**config.mk**
```make
export PLATFORM = sky130hd
export DESIGN_NAME = mem_access_unit_flat
export DESIGN_NICKNAME = d
export VERILOG_FILES = /design/src/rtl/mem_access_unit_if.sv /design/src/rtl/mem_access_unit.sv /design/src/flat_wrapper.sv
export SDC_FILE = /design/constraint.sdc
export NUM_CORES = 1
export LEC_CHECK = 0
export CORE_MARGIN = 1
export CORE_UTILIZATION = 44
export DETAILED_ROUTE_END_ITERATION = 12
export GPL_ROUTABILITY_DRIVEN = 0
export GPL_TIMING_DRIVEN = 0
export PLACE_DENSITY = 0.81
export SLEW_MARGIN = 20
export SYNTH_ARGS = -nofsm -noshare
export SYNTH_HDL_FRONTEND = slang
export SYNTH_SLANG_ARGS = --single-unit
```
**constraint.sdc**
```tcl
create_clock -name clk -period 3.8 [get_ports clk]
set_input_delay 0.76 -clock clk [delete_from_list [all_inputs] [get_ports clk]]
set_output_delay 0.76 -clock clk [all_outputs]
set_load 0.05 [all_outputs]
```
**src/rtl/mem_access_unit_if.sv**
```systemverilog
// Request/response handshakes and DataMemory port of the load/store initiator.
// master = the access unit, slave = the pipeline/memory environment.
interface mem_access_unit_if #(
    parameter int ADDR_W = 8
);
    logic              req_valid;
    logic              req_ready;
    logic              req_rw;
    logic [1:0]        req_size;
    logic              req_signed;
    logic [ADDR_W-1:0] req_addr;
    logic [31:0]       req_wdata;

    logic              resp_valid;
    logic              resp_ready;
    logic [31:0]       resp_rdata;
    logic              resp_err;

    logic [ADDR_W-1:0] mem_A;
    logic [31:0]       mem_DI;
    logic [31:0]       mem_DO;
    logic [1:0]        mem_Size;
    logic              mem_RW;
    logic              mem_E;

    modport master (
        input  req_valid, req_rw, req_size, req_signed, req_addr, req_wdata,
        output req_ready,
        output resp_valid, resp_rdata, resp_err,
        input  resp_ready,
        output mem_A, mem_DI, mem_Size, mem_RW, mem_E,
        input  mem_DO
    );

    modport slave (
        output req_valid, req_rw, req_size, req_signed, req_addr, req_wdata,
        input  req_ready,
        input  resp_valid, resp_rdata, resp_err,
        output resp_ready,
        input  mem_A, mem_DI, mem_Size, mem_RW, mem_E,
        output mem_DO
    );
endinterface

```
**src/rtl/mem_access_unit.sv**
```systemverilog
// Single-outstanding load/store initiator for DataMemory: alignment check,
// optional wait states, load extension, one response per request.
module mem_access_unit #(
    parameter int WAIT_CYCLES = 0,
    parameter int ADDR_W      = 8
) (
    input  logic               clk,
    input  logic               reset,
    mem_access_unit_if.master  bus
);
    typedef enum logic [1:0] {IDLE, ACCESS, RESP} state_t;

    state_t            r_state;
    state_t            w_state_next;
    logic [3:0]        r_cnt;
    logic              r_rw;
    logic              r_signed;
    logic [1:0]        r_size;
    logic [ADDR_W-1:0] r_addr;
    logic [31:0]       r_wdata;
    logic [31:0]       r_rdata;
    logic              r_err;

    logic              w_misaligned;
    logic              w_accept;
    logic              w_done;
    logic [31:0]       w_wdata_masked;
    logic [31:0]       w_load_ext;

    always_comb begin
        w_misaligned = 1'b0;
        case (bus.req_size)
            2'b01:   w_misaligned = bus.req_addr[0];
            2'b10:   w_misaligned = |bus.req_addr[1:0];
            2'b11:   w_misaligned = 1'b1;
            default: w_misaligned = 1'b0;
        endcase
    end

    always_comb begin
        w_wdata_masked = bus.req_wdata;
        case (bus.req_size)
            2'b00:   w_wdata_masked = {24'b0, bus.req_wdata[7:0]};
            2'b01:   w_wdata_masked = {16'b0, bus.req_wdata[15:0]};
            default: w_wdata_masked = bus.req_wdata;
        endcase
    end

    // DO arrives right-justified and zero-filled, so only the sign fill is added here
    always_comb begin
        w_load_ext = bus.mem_DO;
        case (r_size)
            2'b00:   w_load_ext = {{24{r_signed & bus.mem_DO[7]}}, bus.mem_DO[7:0]};
            2'b01:   w_load_ext = {{16{r_signed & bus.mem_DO[15]}}, bus.mem_DO[15:0]};
            default: w_load_ext = bus.mem_DO;
        endcase
    end

    assign w_accept = (r_state == IDLE) && bus.req_valid;
    assign w_done   = (r_state == ACCESS) && (r_cnt == 4'd0);

    always_comb begin
        w_state_next = r_state;
        case (r_state)
            IDLE:    if (bus.req_valid) w_state_next = w_misaligned ? RESP : ACCESS;
            ACCESS:  if (r_cnt == 4'd0) w_state_next = RESP;
            RESP:    if (bus.resp_ready) w_state_next = IDLE;
            default: w_state_next = IDLE;
        endcase
    end

    always_ff @(posedge clk or posedge reset) begin
        if (reset) begin
            r_state <= IDLE;
        end else begin
            r_state <= w_state_next;
        end
    end

    always_ff @(posedge clk or posedge reset) begin
        if (reset) begin
            r_cnt    <= 4'd0;
            r_rw     <= 1'b0;
            r_signed <= 1'b0;
            r_size   <= 2'b00;
            r_addr   <= '0;
            r_wdata  <= 32'd0;
            r_rdata  <= 32'd0;
            r_err    <= 1'b0;
        end else if (w_accept) begin
            r_cnt    <= 4'(WAIT_CYCLES);
            r_rw     <= bus.req_rw;
            r_signed <= bus.req_signed;
            r_size   <= bus.req_size;
            r_addr   <= bus.req_addr;
            r_wdata  <= w_wdata_masked;
            r_rdata  <= 32'd0;
            r_err    <= w_misaligned;
        end else if (r_state == ACCESS) begin
            if (r_cnt != 4'd0) begin
                r_cnt <= r_cnt - 4'd1;
            end else begin
                r_rdata <= r_rw ? 32'd0 : w_load_ext;
                r_err   <= 1'b0;
            end
        end
    end

    // Strobe is decoded from the state register so an asserted reset drops it at once
    assign bus.mem_E      = w_done && r_rw;
    assign bus.mem_RW     = (r_state == ACCESS) && r_rw;
    assign bus.mem_A      = r_addr;
    assign bus.mem_DI     = r_wdata;
    assign bus.mem_Size   = r_size;
    assign bus.req_ready  = (r_state == IDLE);
    assign bus.resp_valid = (r_state == RESP);
    assign bus.resp_rdata = r_rdata;
    assign bus.resp_err   = r_err;
endmodule
```
**src/flat_wrapper.sv**
```systemverilog
// flat-port wrapper written by rule: the top's interface ports become plain ports
module mem_access_unit_flat 
#(
    parameter int WAIT_CYCLES = 0,
    parameter int ADDR_W      = 8
)
  (clk, reset, bus_req_valid, bus_req_rw, bus_req_size, bus_req_signed, bus_req_addr, bus_req_wdata, bus_req_ready, bus_resp_valid, bus_resp_rdata, bus_resp_err, bus_resp_ready, bus_mem_A, bus_mem_DI, bus_mem_Size, bus_mem_RW, bus_mem_E, bus_mem_DO);
  mem_access_unit_if #(.ADDR_W(ADDR_W)) bus_i ();
  input  logic clk;
  input  logic reset;
  input wire logic [$bits(bus_i.req_valid)-1:0] bus_req_valid;
  input wire logic [$bits(bus_i.req_rw)-1:0] bus_req_rw;
  input wire logic [$bits(bus_i.req_size)-1:0] bus_req_size;
  input wire logic [$bits(bus_i.req_signed)-1:0] bus_req_signed;
  input wire logic [$bits(bus_i.req_addr)-1:0] bus_req_addr;
  input wire logic [$bits(bus_i.req_wdata)-1:0] bus_req_wdata;
  output wire logic [$bits(bus_i.req_ready)-1:0] bus_req_ready;
  output wire logic [$bits(bus_i.resp_valid)-1:0] bus_resp_valid;
  output wire logic [$bits(bus_i.resp_rdata)-1:0] bus_resp_rdata;
  output wire logic [$bits(bus_i.resp_err)-1:0] bus_resp_err;
  input wire logic [$bits(bus_i.resp_ready)-1:0] bus_resp_ready;
  output wire logic [$bits(bus_i.mem_A)-1:0] bus_mem_A;
  output wire logic [$bits(bus_i.mem_DI)-1:0] bus_mem_DI;
  output wire logic [$bits(bus_i.mem_Size)-1:0] bus_mem_Size;
  output wire logic [$bits(bus_i.mem_RW)-1:0] bus_mem_RW;
  output wire logic [$bits(bus_i.mem_E)-1:0] bus_mem_E;
  input wire logic [$bits(bus_i.mem_DO)-1:0] bus_mem_DO;
  assign bus_i.req_valid = bus_req_valid;
  assign bus_i.req_rw = bus_req_rw;
  assign bus_i.req_size = bus_req_size;
  assign bus_i.req_signed = bus_req_signed;
  assign bus_i.req_addr = bus_req_addr;
  assign bus_i.req_wdata = bus_req_wdata;
  assign bus_req_ready = bus_i.req_ready;
  assign bus_resp_valid = bus_i.resp_valid;
  assign bus_resp_rdata = bus_i.resp_rdata;
  assign bus_resp_err = bus_i.resp_err;
  assign bus_i.resp_ready = bus_resp_ready;
  assign bus_mem_A = bus_i.mem_A;
  assign bus_mem_DI = bus_i.mem_DI;
  assign bus_mem_Size = bus_i.mem_Size;
  assign bus_mem_RW = bus_i.mem_RW;
  assign bus_mem_E = bus_i.mem_E;
  assign bus_i.mem_DO = bus_mem_DO;
  mem_access_unit #(.WAIT_CYCLES(WAIT_CYCLES), .ADDR_W(ADDR_W)) u_core (.clk(clk), .reset(reset), .bus(bus_i));
endmodule
```
Yosys cells after proc, flatten, opt, wreduce, memory -nomap -nowiden
Cells that the tools add are included.
Word-level totals
  register bits: 83
  input port bits: 80
Cells by class
  add/subtract/negate cells: 1
  eq/ne operators: 10
  mux-type cells: 18
  bitwise operators: 2
  reductions and logical operators: 15
Operator list (number)
  32-bit 2-to-1 mux: 4
  32-bit case mux with 2 select lines: 2
  4-bit 2-to-1 mux: 3
  2-bit 2-to-1 mux: 4
  2-bit by 1-bit == test with 1-bit output (second input constant): 3
  2-bit == test (second input constant): 3
  2-bit logical NOT: 3
  2-bit case mux with 3 select lines: 1
  1-bit logical AND: 4
  4-bit logical NOT: 1
  2-bit by 1-bit != test with 1-bit output (second input constant): 2
  2-bit != test (second input constant): 2
  2-bit AND reduction: 2
  2-bit nonzero test: 2
  4-bit nonzero test: 1
  4-bit by 1-bit subtractor with 4-bit output (second input constant): 1
  1-bit 2-to-1 mux: 3
  1-bit case mux with 3 select lines: 1
  3-bit AND reduction: 1
  1-bit bitwise AND: 2
  2-bit OR reduction: 1

Logic depth before layout (Yosys ltp)
  depth in word-level cells: 6
  depth in mapped cells: 7
  gate-level depth less buffers: 5

Worst setup path after synthesis
Ideal clock, no wire load.
  path type: reg-to-output
  start: reg u_core.r_cnt[0]
  end: out bus_mem_E
  arrival time: 1.818 ns
  required time: 3.040 ns
  path slack: 1.222 ns
  stages on the path, launching flop included: 7
  buffers on the path: 1
  cells stage by stage: dfrtp_1 -> inv_1 -> ha_1 -> nor3b_1 -> nand2_1 -> buf_2 -> nor2_1
Between the ends
  word-level cells in the longest chain between the ends: 3
RTL lines
  start: declaration: RTL line mem_access_unit.sv:15  | logic [3:0] r_cnt;
  start signal: assignment: RTL line mem_access_unit.sv:91  | r_cnt <= 4'(WAIT_CYCLES);
  start signal: assignment: RTL line mem_access_unit.sv:101  | r_cnt <= r_cnt - 4'd1;
  4-bit logical NOT: RTL line mem_access_unit.sv:60  | assign w_done = (r_state == ACCESS) && (r_cnt == 4'd0);
  1-bit logical AND: RTL line mem_access_unit.sv:60
  1-bit logical AND: RTL line mem_access_unit.sv:110  | assign bus.mem_E = w_done && r_rw;
  end: declaration: RTL line flat_wrapper.sv:26  | output wire logic [$bits(bus_i.mem_E)-1:0] bus_mem_E;
Every way passes these cells.

Worst setup path after layout
Ends and elaborated chain as after synthesis.

==> qor.txt <==
status - completed
Syn Area/Cell - 11.11 µm²
Die ar. - 0.009395 mm²
R2R depth - 6
crit path from - u_core.r_cnt[0]$_DFFE_PP0P_
top sig layer - met4
CTS tree - built
number of global-route vias before repair - 3548
Post-Syn Instances - 357
# port buffers - 158
Total Wirelength - 10820 µm
ant diodes - 0
Tmin final - 3.437 ns
root buffer cell - clkbuf_8
post-synthesis xor/xnor area fraction - 0%
Setup violations, final - 0
WL met1 - 4529 µm
Tightest Pin Transition - 0.5766 ns
first-pass detailed-route iteration total - 4
Placed Cells - 624
fillers - 654
register area share after synthesis - 52.38%
commonest non-fill, non-tap cell in the layout - clkdlybuf4s50_1
Worst Path Max Fanout - 10
Area contributors post-synth - dfrtp_1, mux2_4, o211ai_2
H-tree level count - 3
Die Span X - 96.93 µm
unrepaired setup endpoints after global routing - false
clock latency on the worst-skew pair - 0.35 ns
CP arrival - 2.68 ns
Slew headroom - 61.44%
yosys warns - 0
reg2reg end - u_core.bus.resp_rdata[24]$_DFFE_PP0P_
Hold Path End - u_core.bus.mem_DI[15]$_DFFE_PP0P_
initial antenna violation count - 0
hold path depth - 2
largest family of logic cells by synthesized area - compound AO/OA/AOI/OAI gates
top-area cell type share of the netlist area - 52.38%
Compound-Gate Fraction of Synth Area - 20.13%
starting density of the core - 45.47%
post-cts resize count - 0
Mapped Nets - 439
wire per inst - 16.92 µm
Ports - 159
Global Route Usage Sum - 24.26%
hold path startpoint - u_core.bus.mem_DI[15]$_DFFE_PP0P_
mux contribution to synthesized area - 8.362%
Clock Skew - 0.01265 ns
mapped cell area - 0.003965 mm²
crit path kind - reg2out
# DRC - 0
Static Leak - 0.002530 µW
P per Cell Area - 962.9 mW/mm²
initial DRC count - 140
CTS Sinks - 83
clk buf depth - 2
Synth area leader - dfrtp_1
Core Rows - 34
adder-cell area share of the yosys netlist - 0.6311%
WP data required - 3.04 ns
die height - 96.93 µm
r2r startpoint - u_core.r_cnt[0]$_DFFE_PP0P_
Finished Layout Cells - 639
via-per-instance ratio - 5.250
Vias - 3355
CP endpoint kind - output pin
crit start category - register
Worst-path clk slew - 0.08 ns
Final ANT Viol Nets - 0
Inserted Clock Buffers - 9
commonest non-fill, non-tap cells in the layout - clkdlybuf4s50_1, dfrtp_1, nand2_1
met2 wire length - 5329 µm
P&R area growth vs syn - 49.48%
largest net degree at the start of global routing - 46
Final Slew Violations - 0
global-route wire length before repair - 18020 µm
Max-Cap Viols - 0
Tot Pwr - 5707 µW
Worst Hold Class - reg2reg
WL met3 - 838 µm
core footprint - 0.008721 mm²
Post-DP HPWL - 8064 µm
Peak VDD IR - 555.0 µV
Hold WS - 0.4813 ns
Simple-Gate Fraction of Synth Area - 12.37%
R2R setup slack - 2.02 ns
layout cells sized above 1 - 16.01%
global route overflow - 0
fin nets - 609
setup repair bufs after CTS - 0
Final Hold Fails - 0
Netlist cell types - 37
CTS hold repair buffers - 0
Final Cycle Share - 90.45%
fmax - 0.2909 GHz
#FFs+latches synth - 83
## registers in the layout, summed over array words and instances (netlist names)
name and cells:
u_core.r_cnt 4, u_core.bus.mem_A 8, u_core.r_state 2, u_core.bus.mem_DI 32, u_core.r_signed 1, u_core.bus.resp_err 1
u_core.r_rw 1, u_core.bus.resp_rdata 32, u_core.bus.mem_Size 2
## routing by layer
metal / GRT usage [%] / up-vias
met1: 30.34 / 1620
li1: - / 1598
met3: 7.876 / 11
met5: 0 / -
met4: 6.889 / 0
met2: 40.20 / 126
## area by class of cell
class | count | area, µm² | area share (%)
sequential | 83 | 2077 | 35.04
inverter | 4 | 17.52 | 0.2955
tap | 108 | 135.1 | 2.280
clock buffer | 10 | 137.6 | 2.322
clock inverter | 5 | 77.57 | 1.309
timing repair buffer | 159 | 1609 | 27.15
buffer | 35 | 227.7 | 3.842
multi-input combinational | 235 | 1645 | 27.76
## through the flow
stage	setup slack (ns)	util [%]	TNS [ns]	instance area, µm²
3_3_place_gp	-0.4267	65.15	-35.13	5682
6_report	0.3629	67.96	0	5927
3_5_place_dp	0.7516	65.50	0	5712
4_1_cts	0.3530	67.96	0	5927
2_1_floorplan	0.9032	-	0	3965
5_1_grt	0.1393	67.96	0	5927
## worst max-delay path, cell delays in order (launching register included)
cell             delay [ns]
dfrtp_1                0.39
inv_1                  0.11
ha_1                   0.17
nor3b_1                0.24
nand2_1                0.24
buf_2                  0.27
nor2_1                 0.11
clkdlybuf4s50_1        0.81
## kinds of logic after synthesis
logic type | after synthesis
AOI/OAI and AO/OA | 107
and+or+nand+nor | 103
DFF | 83
buffers and inverters | 39
muxes | 23
adders and majority gates | 2
## cells in the mapped netlist
cell type and instances:
nor2b_1 18, o21ai_0 9, mux2_2 1, o22ai_1 1
o21ai_1 23, buf_2 14, ha_1 2, mux2_4 20
and2b_1 1, or2_2 1, mux2i_1 2, or3b_1 2
buf_6 10, nand3_1 3, buf_4 1, o311ai_0 1
nor4bb_1 1, nor2_1 13, o21a_1 9, o41ai_1 2
nor3b_1 1, a31oi_2 1, a21o_1 1, nor3_1 1
nand2b_1 3, o31ai_1 22, inv_1 4, o211ai_2 18
a211oi_1 1, a21oi_1 10, nand2_1 51, clkbuf_1 8
dfrtp_1 83, o21ai_2 2, nand4_1 8, o211ai_1 7
buf_1 2
## power breakdown
part	internal [µW]	leakage (µW)	switching, µW
logic	1250	0.00134	2250
registers	1260	0.00108	244
clock network	383	0.000108	317
## how the worst max path moves through the flow
stage / end / depth (start not counted)
2_1_floorplan: u_core.bus.mem_A[0]$_DFFE_PP0P_ / 1
3_3_place_gp: u_core.bus.resp_rdata[8]$_DFFE_PP0P_ / 2
3_5_place_dp: bus_mem_E / 7
4_1_cts: bus_mem_E / 7
5_1_grt: bus_mem_E / 7
6_report: bus_mem_E / 7
No activity file was read; power rests on OpenSTA's default activity.
